==> config.mk <==
export PLATFORM = sky130hd
export DESIGN_NAME = fetch
export DESIGN_NICKNAME = d
export VERILOG_FILES = /design/src/rtl/fetch_pkg.sv /design/src/rtl/fetch_pc.sv /design/src/rtl/fetch.sv
export SDC_FILE = /design/constraint.sdc
export NUM_CORES = 1
export LEC_CHECK = 0
export CORE_MARGIN = 4
export CORE_UTILIZATION = 25
export DETAILED_ROUTE_END_ITERATION = 16
export GPL_TIMING_DRIVEN = 1
export PLACE_DENSITY_LB_ADDON = 0.08
export SKIP_LAST_GASP = 1
export SLEW_MARGIN = 10
export SYNTH_ARGS = -nofsm -noshare
export SYNTH_HDL_FRONTEND = slang
export SYNTH_SLANG_ARGS = --single-unit
==> constraint.sdc <==
create_clock -name cpu_clk -period 3.15 [get_ports cpu_clk]
set_input_delay 0.315 -clock cpu_clk [delete_from_list [all_inputs] [get_ports cpu_clk]]
set_output_delay 0.315 -clock cpu_clk [all_outputs]
set_load 0.005 [all_outputs]
==> src/rtl/fetch_pkg.sv <==
// Shared fetch/decode definitions: opcode extraction, fetch FSM states and the
// buffered-instruction payload.
package fetch_pkg;

   localparam int unsigned WORD_W   = 16;
   localparam int unsigned OPCODE_W = 4;

   localparam logic [OPCODE_W-1:0] OPCODE_JMPIMM    = 4'hC;
   localparam logic [WORD_W-1:0]   RESET_PC_DEFAULT = 16'h0000;

   typedef enum logic [1:0] {
      S_INS  = 2'd0,
      S_EXT  = 2'd1,
      S_HOLD = 2'd2
   } state_t;

   typedef struct packed {
      logic [WORD_W-1:0] ins;
      logic [WORD_W-1:0] ext;
      logic [WORD_W-1:0] pc;
   } insn_t;

   // Opcode field as seen by both fetch and decode.
   function automatic logic [OPCODE_W-1:0] opcode_of(input logic [WORD_W-1:0] word);
      return word[WORD_W-1 -: OPCODE_W];
   endfunction

   function automatic logic needs_ext(input logic [OPCODE_W-1:0] opcode);
      return opcode == OPCODE_JMPIMM;
   endfunction

endpackage

==> src/rtl/fetch_pc.sv <==
// Fetch PC bookkeeping: current pc, and the pending-redirect target used while
// an in-flight memory request is drained and its data discarded.
module fetch_pc
   import fetch_pkg::*;
#(
   parameter logic [WORD_W-1:0] RESET_PC = RESET_PC_DEFAULT
) (
   input  logic              clk,
   input  logic              rst,
   input  logic              redirect,
   input  logic [WORD_W-1:0] redirect_pc,
   input  logic              busy,
   input  logic              ack,
   input  logic              advance,
   input  logic [WORD_W-1:0] next_pc,
   output logic [WORD_W-1:0] pc,
   output logic [WORD_W-1:0] target,
   output logic              discard
);

   // Redirect outranks everything; a busy port defers the jump until its ack.
   always_ff @(posedge clk) begin
      if (rst) begin
         pc      <= RESET_PC;
         target  <= RESET_PC;
         discard <= 1'b0;
      end else if (redirect) begin
         if (busy) begin
            discard <= 1'b1;
            target  <= redirect_pc;
         end else begin
            pc      <= redirect_pc;
            discard <= 1'b0;
         end
      end else if (discard && ack) begin
         pc      <= target;
         discard <= 1'b0;
      end else if (advance) begin
         pc <= next_pc;
      end
   end

endmodule

==> src/rtl/fetch.sv <==
// Instruction fetch stage: single-outstanding imem port, optional extension
// word assembly, stall hold buffer and redirect handling.
module fetch
   import fetch_pkg::*;
#(
   parameter logic [WORD_W-1:0] RESET_PC = RESET_PC_DEFAULT
) (
   input  logic              cpu_clk,
   input  logic              cpu_rst,
   output logic              imem_req,
   output logic [WORD_W-1:0] imem_addr,
   input  logic              imem_ack,
   input  logic [WORD_W-1:0] imem_data,
   input  logic              stall,
   input  logic              redirect,
   input  logic [WORD_W-1:0] redirect_pc,
   output logic [WORD_W-1:0] ins,
   output logic [WORD_W-1:0] ext,
   output logic              ins_en,
   output logic [WORD_W-1:0] ins_pc
);

   state_t            state;
   insn_t             hold_buf;
   insn_t             cur_c;
   logic [WORD_W-1:0] pc;
   logic [WORD_W-1:0] target;
   logic [WORD_W-1:0] next_pc_c;
   logic              discard;
   logic              ack_c;
   logic              busy_c;
   logic              complete_c;

   assign ack_c      = imem_req & imem_ack;
   assign busy_c     = imem_req & ~imem_ack;
   assign complete_c = ack_c & ~redirect & ~discard &
                       ((state == S_EXT) |
                        ((state == S_INS) & ~needs_ext(opcode_of(imem_data))));
   assign next_pc_c  = pc + ((state == S_EXT) ? WORD_W'(2) : WORD_W'(1));

   // Instruction being completed this cycle.
   always_comb begin
      cur_c    = '0;
      cur_c.pc = pc;
      if (state == S_EXT) begin
         cur_c.ins = hold_buf.ins;
         cur_c.ext = imem_data;
      end else begin
         cur_c.ins = imem_data;
      end
   end

   fetch_pc #(
      .RESET_PC (RESET_PC)
   ) u_pc (
      .clk         (cpu_clk),
      .rst         (cpu_rst),
      .redirect    (redirect),
      .redirect_pc (redirect_pc),
      .busy        (busy_c),
      .ack         (ack_c),
      .advance     (complete_c),
      .next_pc     (next_pc_c),
      .pc          (pc),
      .target      (target),
      .discard     (discard)
   );

   always_ff @(posedge cpu_clk) begin
      if (cpu_rst) begin
         state     <= S_INS;
         imem_req  <= 1'b0;
         imem_addr <= RESET_PC;
         ins       <= '0;
         ext       <= '0;
         ins_pc    <= '0;
         ins_en    <= 1'b0;
         hold_buf  <= '0;
      end else begin
         ins_en <= 1'b0;
         if (redirect) begin
            // A busy port keeps its address until ack; the data is then dropped.
            state <= S_INS;
            if (!busy_c) begin
               imem_req  <= 1'b1;
               imem_addr <= redirect_pc;
            end
         end else if (discard) begin
            if (ack_c) begin
               state     <= S_INS;
               imem_req  <= 1'b1;
               imem_addr <= target;
            end
         end else if (complete_c) begin
            imem_addr <= next_pc_c;
            if (stall) begin
               state    <= S_HOLD;
               imem_req <= 1'b0;
               hold_buf <= cur_c;
            end else begin
               state    <= S_INS;
               imem_req <= 1'b1;
               ins      <= cur_c.ins;
               ext      <= cur_c.ext;
               ins_pc   <= cur_c.pc;
               ins_en   <= 1'b1;
            end
         end else begin
            case (state)
               S_INS: begin
                  imem_req <= 1'b1;
                  if (ack_c) begin
                     hold_buf.ins <= imem_data;
                     imem_addr    <= pc + WORD_W'(1);
                     state        <= S_EXT;
                  end else begin
                     imem_addr <= pc;
                  end
               end
               S_EXT: ;
               S_HOLD: begin
                  if (!stall) begin
                     state     <= S_INS;
                     imem_req  <= 1'b1;
                     imem_addr <= pc;
                     ins       <= hold_buf.ins;
                     ext       <= hold_buf.ext;
                     ins_pc    <= hold_buf.pc;
                     ins_en    <= 1'b1;
                  end
               end
               default: state <= S_INS;
            endcase
         end
      end
   end

endmodule

After elaboration in Yosys (flattened, before gate mapping)
Index checks and enable logic that the tools add are counted.

$add $sub $neg: 2. Eq/ne operators: 13. Mux-type cells: 49. Bitwise logic cells: 11. Reductions and logical operators: 17.

Operator list (number): $mux 16 (26); $mux 48 (1); $pmux 16 s2 (1); $add 16x1->16 const B (1); $add 16x2->16 (1); $mux 2 (7); $mux 1 (12); $reduce_and 4->1 (3); $ne 2x2->1 const B (5); $reduce_and 5->1 (2); $reduce_bool 2->1 (4); $and 1x1->1 (6); $ne 3x3->1 const B (2); $pmux 2 s3 (1); $ne 5x4->1 const B (1); $reduce_bool 5->1 (1); $eq 4x4->1 const B (1); $ne 4x3->1 const B (1); $not 1->1 (4); $reduce_and 2->1 (2); $ne 3x2->1 const B (1); $reduce_bool 3->1 (1); $reduce_or 3->1 (1); $eq 2x1->1 const B (1); 6 further kinds (6).

Bits in registers: 149. Input port bits: 37. Output and inout port bits: 66. Logic and storage cells: 105.

Longest topological paths before layout
Gate-level depths: netlist (run 1).

Depth in word-level cells: 8. Gate-level depth with buffers: 12. Depth with buffers taken out: 10.

Modules after synthesis
A second synthesis (run 1) with hierarchy kept.

Cell total of the unflattened synthesis: 911. Area total of the unflattened synthesis: 7270.7 um^2.

By module, submodules not included: fetch (instances 1, cells an instance 726, area each 5706.7 um^2, sequential area each 2322.2 um^2); fetch_pc (instances 1, cells an instance 185, area each 1564.0 um^2, sequential area each 660.6 um^2).

Worst setup path after synthesis (run 1)
No wires, ideal clock.

Path type: register to register. Start point: reg state[0]. End point: reg imem_addr[6]. Setup time: 0.133 ns. Data arrival time: 2.216 ns. Data required time: 3.017 ns. Path slack: 0.801 ns. Stages on the path, launching flop included: 13. Path buffers: 2. Clock period less this slack: 2.349 ns. Cell sequence: dfxtp_1 buf_6 nor2b_1 clkbuf_1 inv_1 xnor2_1 ha_1 inv_1 a211oi_1 mux2i_1 xnor2_1 a222oi_1 a21oi_1.

Longest elaborated chain between the ends: 7. Elaborated cells on any way between the ends: 15. Classes of those cells: 1 x add/sub; 3 x eq/ne; 5 x mux; 3 x bitwise; 3 x reduce/logical.

Ends and longest elaborated chain: start: declaration (line fetch.sv:23) `state_t state;`; start signal: assignment (line fetch.sv:71) `state <= S_INS;`; start signal: assignment (line fetch.sv:83) `state <= S_INS;`; start signal: assignment (line fetch.sv:90) `state <= S_INS;`; parallel branches: the longest is 7 deep, another holds $add 16x2->16; end signal: assignment (line fetch.sv:86) `imem_addr <= redirect_pc;`; end signal: assignment (line fetch.sv:92) `imem_addr <= target;`; end signal: assignment (line fetch.sv:95) `imem_addr <= next_pc_c;`; end: declaration (line fetch.sv:11) `output logic [WORD_W-1:0] imem_addr,`.

Parallel ways; which one is timed is not known. A chain may end at the register's enable or synchronous reset.

Worst setup path in the final report (run 1)
Start point: reg state[0]. End point: reg imem_addr[12].

Same word-level chain as after synthesis.

==> parameters.txt, run 1 <==
Parameter                              Value

Status
  Run status ... finished clean

Timing
  Total of endpoints with negative setup slack in the final report ... 0
  Worst-Margin Slew ... 614 ps
  Count of final max-slew check failures ... 0
  Final Hold Fails ... 0
  Final Hold Slack ... 295 ps
  Sum of negative setup slack ... 0 ps
  Part of the cycle the worst path needs ... 79.7%
  Setup Skew ... 13.0 ps
  Post-route minimum period ... 2510 ps
  Unrepaired setup endpoints after global routing ... no
  Top achievable clock speed ... 399 MHz
  Max-slew headroom at the worst pin ... 59.1%

Floorplan
  Die X ... 183 µm
  Placement Rows ... 63
  Core outline area ... 29900 µm²
  Height of the die ... 183 µm
  Initial core utilization ... 25.5%
  Number of top-level pins ... 103
  Total Die Area ... 33300 µm²

Pwr
  Internal power component ... 3.37 mW
  Static power due to leakage ... 3.18 nW
  Design Power ... 4.80 mW
  Pwr/cell area ... 494 nW/µm²
  Clock share of power ... 44.4%
  Switching power share of the total ... 29.7%
  Maximum ir drop on the vdd rail ... 0.340 mV
  Switching component of the power ... 1.43 mW
  Gate power share ... 13.5%
  Register share of total power ... 42.1%

Synth
  Total of flip-flops plus latches after synthesis ... 149
  Synthesis warning total ... 0
  Cells after Synth ... 940
  Post-Syn Area per Cell ... 8.10 µm²
  Distinct cell type count of the synthesized netlist ... 68
  Post-synth EDFFs ... 0
  Cell type with the highest aggregate area in the netlist ... dfxtp_1
  Post-synthesis async set-or-reset flop share ... 0%
  Most used flip-flop cell after synthesis ... dfxtp_1
  Post-synth top area share ... 39.2%
  Post-synth design cell area ... 7620 µm²
  Sequential share of the synthesized area ... 39.2%
  Ranking of synthesized cells by area ... dfxtp_1, nand2_1, a311oi_2
  Number of nets produced by synthesis ... 980

Critical path
  Critical Path Fanout Max ... 5
  Critical Path RT ... 3450 ps
  Kind of launch point of the worst setup path ... register
  Worst path arrival time ... 2810 ps
  FF-to-FF Start ... state[0]
  CP startpoint ... state[0]
  Sort of element at the end of the critical path ... register
  Critical setup path kind ... reg -> reg
  R2R Setup Slk ... 640 ps

Clocking
  Clock buffer depth ... 2
  Buffer cell driving the clock tree root ... clkbuf_16
  Number of buffers inserted for hold repair after clock tree synthesis ... 0
  Clk_lat worst skew ... 430 ps
  Number of resized instances in the post-cts repair step ... 0
  Worst-path clk slew ... 70 ps
  Clock sinks ... 149
  Buffer count from post-CTS setup fixing ... 0
  Total clock buffers created by CTS ... 17
  H-tree depth ... 4
  Clock tree from TritonCTS ... done

Detailed routing
  Vias after detailed routing ... 6962
  Count of antenna-violating nets left after detailed routing ... 0
  Routed length per instance ... 18.2 µm
  Total wire length after detailed routing ... 25900 µm
  Drt first-iter violations ... 439
  DRC errors left ... 0
  Detailed-routing iteration count for the pre-antenna-repair pass ... 5
  Vias per cell ... 4.91

Worst hold path
  Hold wc startpoint ... cpu_rst
  Min-Delay Path Class ... in -> reg

GRT
  Vias in the first global route ... 6795
  Maximum number of pins on one net before global-route repair ... 94
  Global-route wire length before repair ... 41100 µm
  Grt ovf ... 0
  Number of antenna violations at the first check in global routing ... 0
  Total routing usage reported by global routing ... 15.5%

Placed design
  Final HPWL from detailed placement ... 17900 µm
  Placed standard-cell area ... 9120 µm²
  Placer congestion estimate ... 0.839
  Port buffer count ... 102

Cells and area
  Area growth, synth to finish ... 27.7%
  Antenna diode count ... 0
  Final instance area ... 9730 µm²
  Number of nets in the finished design ... 1056
  Final standard cell utilization of the core ... 32.6%
  Most common cell after layout, fill and taps aside ... nand2_1
  Share of post-route cells with drive strength above 1 ... 14.2%
  Filler Cells Inserted ... 3220
  Most used cells in the layout excluding fill and tap cells ... nand2_1, dfxtp_1, clkdlybuf4s50_1

Flow run
  Number of max-cap violations ... 0
[registers in the layout (all words and copies together) (netlist names)]
name and count:
u_pc.discard 1, imem_req 1, ext 16, ins_en 1, u_pc.target 16, state 2, u_pc.pc 16, hold_buf 48
imem_addr 16, ins_pc 16, ins 16
[worst paths after layout]
path | endpoint | cells after the start
hold / removal | imem_addr[0] | 2
setup / recovery | imem_addr[12] | 10
setup reg to reg | imem_addr[12] | 10
hold reg to reg | hold_buf[25] | 2
[cell families after synthesis]
family	Yosys count	synth area share, %
buffers and inverters	103	6.67
adders and majority gates	4	0.641
xor gates and xnor gates	17	1.95
muxes	24	3.22
DFF	149	39.2
AOI/OAI and AO/OA	245	25.3
and+or+nand+nor	398	23.0
[metal layers]
layer  wire, µm  track usage (%)
met1      12500             21.5
met5          0                0
met2      12100             25.4
met4        282             3.39
met3       1010             2.63
[Yosys cell counts (8+ instances only)]
| cell type | instances |
|---|---|
| a31oi_1 | 14 |
| o211ai_1 | 8 |
| mux2i_1 | 23 |
| buf_2 | 19 |
| inv_1 | 8 |
| a21oi_1 | 73 |
| nor3_1 | 9 |
| nand3_1 | 45 |
| clkbuf_1 | 56 |
| nand4_1 | 11 |
| buf_6 | 12 |
| dfxtp_1 | 149 |
| xnor2_1 | 11 |
| nor2_1 | 92 |
| a311oi_2 | 47 |
| o21ai_0 | 51 |
| nand2_1 | 194 |
[worst max-delay path, stage by stage, from the launching register on]
cell and delay (ps):
dfxtp_1 340, nor2b_4 180, inv_1 110, xnor2_1 150
ha_1 200, inv_1 120, a2111oi_2 520, xnor2_1 180
nor2_1 60, a221oi_1 340, a31oi_1 160
[area by class of cell]
cell class | count | area, µm² | share of cell area [%]
well taps | 390 | 488 | 5.02
clock buffers | 17 | 425 | 4.37
multi-input cells | 688 | 4150 | 42.7
inverters | 8 | 30.0 | 0.309
clock inverters | 15 | 181 | 1.87
flip-flops and latches | 149 | 2980 | 30.7
repair buffers | 152 | 1470 | 15.1
[metrics by stage]
step                      setup slack, ps  cells
after floorplan                       801    940
after global placement                360   1387
after detailed placement              313   1387
after CTS                             630   1419
after global routing                  452   1419
final                                 641   1419
[power by group through the flow]
| stage | Combinational [mW] | Clock, mW | Sequential [mW] |
|---|---|---|---|
| 2_1_floorplan | 0.374 | 0 | 2.03 |
| 3_3_place_gp | 0.658 | 0 | 2.07 |
| 3_5_place_dp | 0.654 | 0 | 2.07 |
| 4_1_cts | 0.658 | 2.20 | 2.02 |
| 5_1_grt | 0.715 | 2.28 | 2.03 |
| 6_report | 0.648 | 2.13 | 2.02 |
Power figures use the tool's default switching activity.
==> run 2: changes to the inputs <==
- clock period: 3.15 -> 2.57 ns (I/O delays scaled with it)
==> run 2 against run 1 <==
- register-to-register slack lost 450 ps
- core utilization grew 0.86 points
- hold slack gained 51 ps
- critical path depth grew 1
- via count grew 1.2%
- critical path type unchanged
- final cell count grew 2.4%
- largest cell class unchanged
- maximum frequency grew 5.4%
- combinational power grew 29%
==> parameters.txt, run 2 (synthesized netlist as in run 1, its figures left out) <==
Parameter                              Value

Status
  Run status ... finished clean

Clocking
  Buffer cell driving the clock tree root ... clkbuf_16
  Clock buffer depth ... 2 (unchanged)
  Worst-path clk slew ... 70 ps (about the same)
  H-tree depth ... 4 (unchanged)
  Total clock buffers created by CTS ... 17 (unchanged)
  Clk_lat worst skew ... 440 ps (about the same)
  Clock sinks ... 149 (unchanged)
  Number of buffers inserted for hold repair after clock tree synthesis ... 0 (unchanged)
  Clock tree from TritonCTS ... done

Placed design
  Placer congestion estimate ... 0.835 (-0.43%)
  Inst Count DP ... 1421 (+2.5%)
  Final HPWL from detailed placement ... 18600 µm (+3.7%)
  DP Worst Slack ... 48.9 ps (-264 ps)
  Port buffer count ... 102 (unchanged)

Cells and area
  Number of nets in the finished design ... 1090 (+3.2%)
  Filler Cells Inserted ... 3149 (-2.2%)
  Register bank with the most flops ... hold_buf
  Max reg flops ... 48 (unchanged)
  Most common cell after layout, fill and taps aside ... nand2_1
  Area growth, synth to finish ... 31.1%
  Share of post-route cells with drive strength above 1 ... 17.0% (+2.8 points)
  Most used cells in the layout excluding fill and tap cells ... nand2_1, dfxtp_1, clkdlybuf4s50_1
  Post-route non-filler standard cell count ... 1453 (+2.4%)
  Antenna diode count ... 0 (unchanged)
  Multi-input gate area in the final layout ... 4170 µm² (+0.36%)
  Sequential cell area in the final layout ... 2980 µm² (unchanged)

Worst hold path
  Min-Delay Path Class ... in -> reg
  WHS Path Cells ... 2 (unchanged)

Pwr
  Switching component of the power ... 1.77 mW (+24%)
  Register share of total power ... 42.5% (+0.4 points)
  Design Power ... 5.83 mW (+21%)
  Clock share of power ... 43.2% (-1.2 points)
  Static power due to leakage ... 3.34 nW (+5.2%)
  Pwr/cell area ... 584 nW/µm² (+18%)
  Internal power component ... 4.06 mW (+20%)
  Gate power share ... 14.3% (+0.8 points)
  Maximum ir drop on the vdd rail ... 0.393 mV (+15%)
  Switching power share of the total ... 30.3% (+0.63 points)

Critical path
  Worst path arrival time ... 2700 ps (-110 ps)
  Sort of element at the end of the critical path ... register
  Critical setup path kind ... reg -> reg
  Critical Path Fanout Max ... 5 (unchanged)
  Kind of launch point of the worst setup path ... register
  Critical Path RT ... 2890 ps (-560 ps)
  Number of cell instances on the worst register-to-register path ... 11 (+1)

Detailed routing
  DRC errors left ... 0 (unchanged)
  Vias per cell ... 4.85 (-1.2%)
  Count of antenna-violating nets left after detailed routing ... 0 (unchanged)
  Detailed-routing iteration count for the pre-antenna-repair pass ... 5 (unchanged)
  Vias after detailed routing ... 7046 (+1.2%)
  Drt first-iter violations ... 399 (-9.1%)
  Total wire length after detailed routing ... 26500 µm (+2.2%)
  Routed length per instance ... 18.2 µm (-0.19%)

GRT
  Maximum number of pins on one net before global-route repair ... 75 (-20%)
  Number of antenna violations at the first check in global routing ... 0 (unchanged)
  Grt ovf ... 0 (unchanged)
  Global-route wire length before repair ... 41800 µm (+1.6%)
  Total routing usage reported by global routing ... 15.8% (+0.31 points)
  Vias in the first global route ... 6993 (+2.9%)

Floorplan
  Height of the die ... 183 µm (unchanged)
  Initial core utilization ... 25.5% (unchanged)
  Core outline area ... 29900 µm² (unchanged)
  Total Die Area ... 33300 µm² (unchanged)
  Number of top-level pins ... 103 (unchanged)
  Die X ... 183 µm (unchanged)
  Placement Rows ... 63 (unchanged)

Timing
  Count of final max-slew check failures ... 0 (unchanged)
  Unrepaired setup endpoints after global routing ... yes
  Part of the cycle the worst path needs ... 92.6% (+13 points)
  Max-slew headroom at the worst pin ... 55.5% (-3.5 points)
  Post-route minimum period ... 2380 ps (-129 ps)
  Sum of negative setup slack ... 0 ps (unchanged)
  Worst-Margin Slew ... 667 ps (+53.1 ps)
  Setup slack after layout ... 189 ps (-451 ps)
  Total of endpoints with negative setup slack in the final report ... 0 (unchanged)
  Top achievable clock speed ... 420 MHz (+5.4%)
  Setup Skew ... 14.3 ps (+1.28 ps)
  Final Hold Fails ... 0 (unchanged)

Flow run
  Number of max-cap violations ... 0 (unchanged)
-- run 2: worst paths after layout --
check,startpoint,end,slack (ps)
setup / recovery,state[0],imem_addr[12],190
hold / removal,cpu_rst,imem_addr[0],350
setup reg to reg,state[0],imem_addr[12],190
hold reg to reg,hold_buf[17],hold_buf[17],450
-- run 2: worst max-delay path, cell delays in order (launching register included) --
cell and delay (ps):
dfxtp_1 330, nor2b_4 160, inv_1 100, xnor2_1 160, ha_1 170, inv_1 150
a2111oi_4 390, xnor2_1 160, nor2_1 60, a221oi_1 320, buf_4 180, a31oi_1 80
-- run 2: stage by stage --
stage / cell area [µm²] / hold WS [ps] / utilization [%]
finish: 9980 / 345 / 33.4
floorplan: 7620 / 393 / -
global placement: 9390 / 439 / 31.4
detailed placement: 9390 / 447 / 31.4
CTS: 9970 / 345 / 33.4
global route: 9980 / 373 / 33.4
-- run 2: power groups by stage --
stage	combinational, mW	clock [mW]	sequential [mW]
5_1_grt	0.917	2.67	2.49
6_report	0.836	2.52	2.48
3_5_place_dp	0.842	0	2.53
3_3_place_gp	0.845	0	2.53
2_1_floorplan	0.459	0	2.49
4_1_cts	0.846	2.60	2.48
-- run 2: layout make-up --
class,instances,area share (%)
multi-input cells,688,41.7
clock inverters,15,1.57
inverters,8,0.301
flip-flops and latches,149,29.9
clock buffers,17,4.26
well taps,390,4.89
repair buffers,186,17.4
-- run 2: repair_timing --
item / CTS / global route
buffers inserted: 0 / 0
gates resized for setup: 0 / 2
endpoints found under the setup margin: 0 / 3
-- run 2: layer usage --
layer	up-vias	global-route usage [%]	share of wire [%]
li1	3559	-	-
met1	3305	22.4	49
met2	161	25.1	46
met3	21	2.55	4.0
met4	0	4.29	1.5
met5	-	0	0
==> run 3: changes to the inputs <==
- CAP_MARGIN: not set -> 20
- CTS_CLUSTER_DIAMETER: not set -> 50
==> results of run 3 <==
No change in the layout: final DEF, timing and power equal those of run 2.
==> RTL change 1, RTL diff (settings of run 2) <==
`WORD_W`: 16 -> 32.
--- a/src/rtl/fetch_pkg.sv
+++ b/src/rtl/fetch_pkg.sv
@@ -3,5 +3,5 @@
 package fetch_pkg;
 
-   localparam int unsigned WORD_W   = 16;
+   localparam int unsigned WORD_W   = 32;
    localparam int unsigned OPCODE_W = 4;
 
Interface: changed (6 resized); port bits go from 103 to 199. The function was not compared with the original's and may differ.
==> RTL change 1 against run 2 <==
First-iteration DRC count grew 130%; synthesized cell count grew 95%; sequential cell count grew 144; setup slack lost 0.11 ns; power grew 97%; maximum frequency shrank 4.3%; clock skew grew 0.011 ns; utilization grew 1.0 points; largest cell class unchanged; critical endpoint is now imem_addr[22]; non-clock buffer count grew 179; area after synthesis grew 82%; final area grew 87%; count of clock-buffer cells in the layout grew 41; wire length grew 120%.
==> RTL change 1: results (changes against run 2) <==
Worst setup path
  – Crit path DAT: 2.91 ns (+0.21 ns)
  – Reg2Reg Setup Slack: 0.08 ns (-0.11 ns)
  – CP peak stage delay: 0.33 ns (-0.06 ns)
  – Critical Path Fanout Max: 6 (+1)

Place
  – Routability cong.: 0.883 (+5.8%)
  – Port Buffer Count: 198 (+94%)

Pwr
  – Max VDD drop: 0.477 mV (+21%)
  – Internal: 0.00835 W (+110%)
  – Power Dens Cells: 615 nW/um2 (+5.3%)
  – P_leak: 6.05 nW (+81%)

Global route
  – GRT met1 Usage: 26.4% (+4.1 points)
  – Met2 usage: 30.5% (+5.4 points)
  – Largest net degree at the start of global routing: 105 (+40%)
  – Total GRT Usage: 18.8% (+3.0 points)
  – First-pass GRT wire length: 87500 um (+110%)
  – Met3 usage in global routing: 3.05% (+0.49 points)

Yosys
  – Largest cells by area after synthesis: dfxtp_1 42%, nand2_1 12%, a311oi_1 6.5%, a21oi_1 6.5%, nor2_1 4.2%
  – Syn_nets: 1902 (+94%)
  – Post-synthesis xor/xnor area fraction: 2.60% (+0.64 points)
  – Compound-Gate Fraction of Synth Area: 24.5% (-0.83 points)
  – Register area share after synthesis: 42.4% (+3.2 points)

Min path
  – WHS Endpoint: u_pc.target[19]

Routing
  – Metal2 WL: 26200 um (+120%)
  – DR WL/cell: 20.5 um (+12%)
  – DR WL met3: 2960 um (+180%)
  – Vias per Instance: 5.04 (+3.8%)
  – First DRT Iteration DRCs: 930 (+130%)

CTS
  – Total CTS buffers: 38 (+21)
  – Clock latency at the later pin of the worst-skew pair: 0.56 ns (+0.12 ns)
  – H-tree Lvls: 2 (-2)

Cells and area
  – Max reg flops: 96 (+100%)
  – Final nets: 2125 (+95%)

STA
  – Final Skew: 0.0253 ns (+0.0110 ns)
  – Hold slack final: 0.159 ns (-0.186 ns)
  – Rel. slew slack: 43.6% (-12 points)

Outcome
  – Run status: finished, final reports clean
RTL change 1: per-stage QoR:
stage / instances / setup WS, ns / area (um2)
after global placement: 2752 / -0.222 / 17600
after floorplan: 1830 / 0.0759 / 13800
after global routing: 2814 / 0.0215 / 18700
final: 2815 / 0.0816 / 18700
after detailed placement: 2752 / -0.200 / 17600
after CTS: 2814 / 0.0254 / 18700
RTL change 1: area by class of cell:
class | count | area (um2)
Antenna cell | 1 | 2.50
Inverter | 13 | 48.8
Clock buffer | 58 | 1100
Tap cell | 739 | 925
Timing Repair Buffer | 365 | 3480
Multi-Input combinational cell | 1342 | 7250
Sequential cell | 293 | 5870
Clock inverter | 4 | 42.5
Fill cell | 5721 | 35600
RTL change 1: worst max path at each step:
| stage | to | cells after the start |
|---|---|---|
| detailed placement | imem_addr[31] | 9 |
| CTS | imem_addr[31] | 7 |
| finish | imem_addr[22] | 11 |
| floorplan | imem_addr[10] | 12 |
| global route | imem_addr[29] | 11 |
| global placement | imem_addr[31] | 9 |
==> RTL change 2, RTL diff (config.mk and constraints of run 2) <==
Without the edit above. Reset style: asynchronous (`cpu_rst` and `rst`), changed in 2 clocked blocks.
--- a/src/rtl/fetch_pc.sv
+++ b/src/rtl/fetch_pc.sv
@@ -20,5 +20,5 @@
 
    // Redirect outranks everything; a busy port defers the jump until its ack.
-   always_ff @(posedge clk) begin
+   always_ff @(posedge clk or posedge rst) begin
       if (rst) begin
          pc      <= RESET_PC;
--- a/src/rtl/fetch.sv
+++ b/src/rtl/fetch.sv
@@ -67,5 +67,5 @@
    );
 
-   always_ff @(posedge cpu_clk) begin
+   always_ff @(posedge cpu_clk or posedge cpu_rst) begin
       if (cpu_rst) begin
          state     <= S_INS;
Function: differs if cpu_rst is asserted again (counterexample within 4 cycles, from zero or initial values and one cycle with cpu_rst high); with cpu_rst held inactive, the same outputs for 4 cycles.
==> RTL change 2 against run 2 <==
Via count decreased by 12%; sequential cell count stayed put; count of clock-buffer cells in the layout unchanged; area after synthesis shrank 2.4%; setup slack better by 0.013 ns; final area decreased by 0.76%; wire length shrank 12%.
Power is not compared: it rests on default switching activity, and its combinational part moved more than twofold at a synthesized area within 25%.
==> RTL change 2: results (changes against run 2) <==
Outcome
  – Run status: finished, final reports clean

Cells and area
  – Layout Area Growth over Synthesis: 33.4%
  – Comb_multi_in: 560 (-19%)
  – Clk cell area share: 6.11% (+0.28 points)
  – Final nets: 945 (-13%)
  – Seq area share: 37.6% (+7.8 points)
  – Fraction of area in multi-input gates: 34.9% (-6.9 points)
  – Layout cells sized above 1: 17.8% (+0.73 points)
  – Fillers: 3024 (-4.0%)
  – Finished Layout Cells: 1302 (-10%)
  – Signal buffers: 171 (-8.1%)
  – Invs w/o clock: 6 (-2)

Global route
  – Met3 usage in global routing: 2.50% (-0.048 points)
  – First-pass GRT wire length: 37100 um (-11%)
  – Total GRT Usage: 14.3% (-1.5 points)
  – GRT met1 Usage: 20.7% (-1.7 points)
  – Met2 usage: 22.5% (-2.6 points)
  – Initial antenna violation count: 0 (unchanged)
  – Largest net degree at the start of global routing: 74 (-1.3%)
  – Vias in the first global route: 6123 (-12%)

Yosys
  – Ys async rst share: 100% (+100 points)
  – Register area share after synthesis: 50.2% (+11 points)
  – Post-synthesis xor/xnor area fraction: 2.36% (+0.40 points)
  – Syn_nets: 815 (-17%)
  – Adder-cell area share of the yosys netlist: 0.640% (-0.00076 points)
  – Top_reg_cell synth: dfrtp_1
  – Post-Syn Area: 7430 um2 (-2.4%)
  – Yosys cell types: 61 (-10%)
  – Largest cells by area after synthesis: dfrtp_1 50%, mux2_2 7.1%, nand2_1 5.5%, nor2_1 5.2%, a21oi_1 4.5%
  – Proportion of synthesized area in mux cells: 10.1% (+6.9 points)
  – Top cells by count, synth: 149 x dfrtp_1, 109 x nand2_1, 102 x nor2_1, 67 x a21oi_1, 47 x mux2_2

Worst setup path
  – Reg-to-Reg End: u_pc.pc[8]
  – Largest delay share family, worst path: simple AND/OR/NAND/NOR gates
  – Crit path from: state[0]
  – Reg2Reg Setup Slack: 0.20 ns
  – CP peak stage delay: 0.49 ns (+0.10 ns)
  – Crit path DAT: 2.71 ns (about the same)
  – Slowest cell on the critical path: or4_1

Place
  – Routability cong.: 0.789 (-5.5%)
  – HPWL after detailed placement: 16400 um (-12%)
  – Worst slack at placement: 0.0195 ns (-0.0294 ns)
  – Area after DPL: 9300 um2 (-0.91%)

Routing
  – Post-Route M1 WL: 11700 um (-9.4%)
  – DR WL met3: 701 um (-34%)
  – First DRT Iteration DRCs: 375 (-6.0%)
  – Via count: 6170 (-12%)
  – Routed Wire Length: 23300 um (-12%)
  – Metal2 WL: 10600 um (-12%)

CTS
  – Post-CTS sizing: 1 (+1)

Min path
  – Hold Path Class: primary input to async pin

STA
  – Hold slack final: 0.189 ns (-0.156 ns)
  – Final Skew: 0.0195 ns (+0.00523 ns)
  – Actual slew at the worst max-slew pin: 0.879 ns (+0.211 ns)
## RTL change 2: cell types whose count changed after synthesis, sizes merged, moves of 6 or more
cell,change
a21oi,-6
a311oi,-48
o21ai,-6
nor2,+9
dfxtp,-149
a31oi,+11
mux2,+46
buf,-25
clkbuf,-10
a221oi,+6
nand3,-35
dfrtp,+149
nand2,-84
## RTL change 2: power breakdown
part	switching [W]	internal [W]
sequential	0.000488	0.00304
clock	0.00117	0.00148
combinational	0.00112	0.00147
## RTL change 2: worst max path at each step
stage,endpoint,depth (start not counted),slack [ns]
final,u_pc.pc[8],10,0.20
after global placement,u_pc.pc[6],9,0.01
after global routing,u_pc.pc[8],10,0.02
after floorplan,u_pc.pc[6],10,0.08
after detailed placement,u_pc.pc[6],9,0.02
after CTS,u_pc.pc[8],10,0.18
## RTL change 2: logic make-up after synthesis
group,Yosys count
xor+xnor,20
fa+ha+maj,4
simple gates,269
compound gates,199
buf+inv,66
flops,149
mux,68
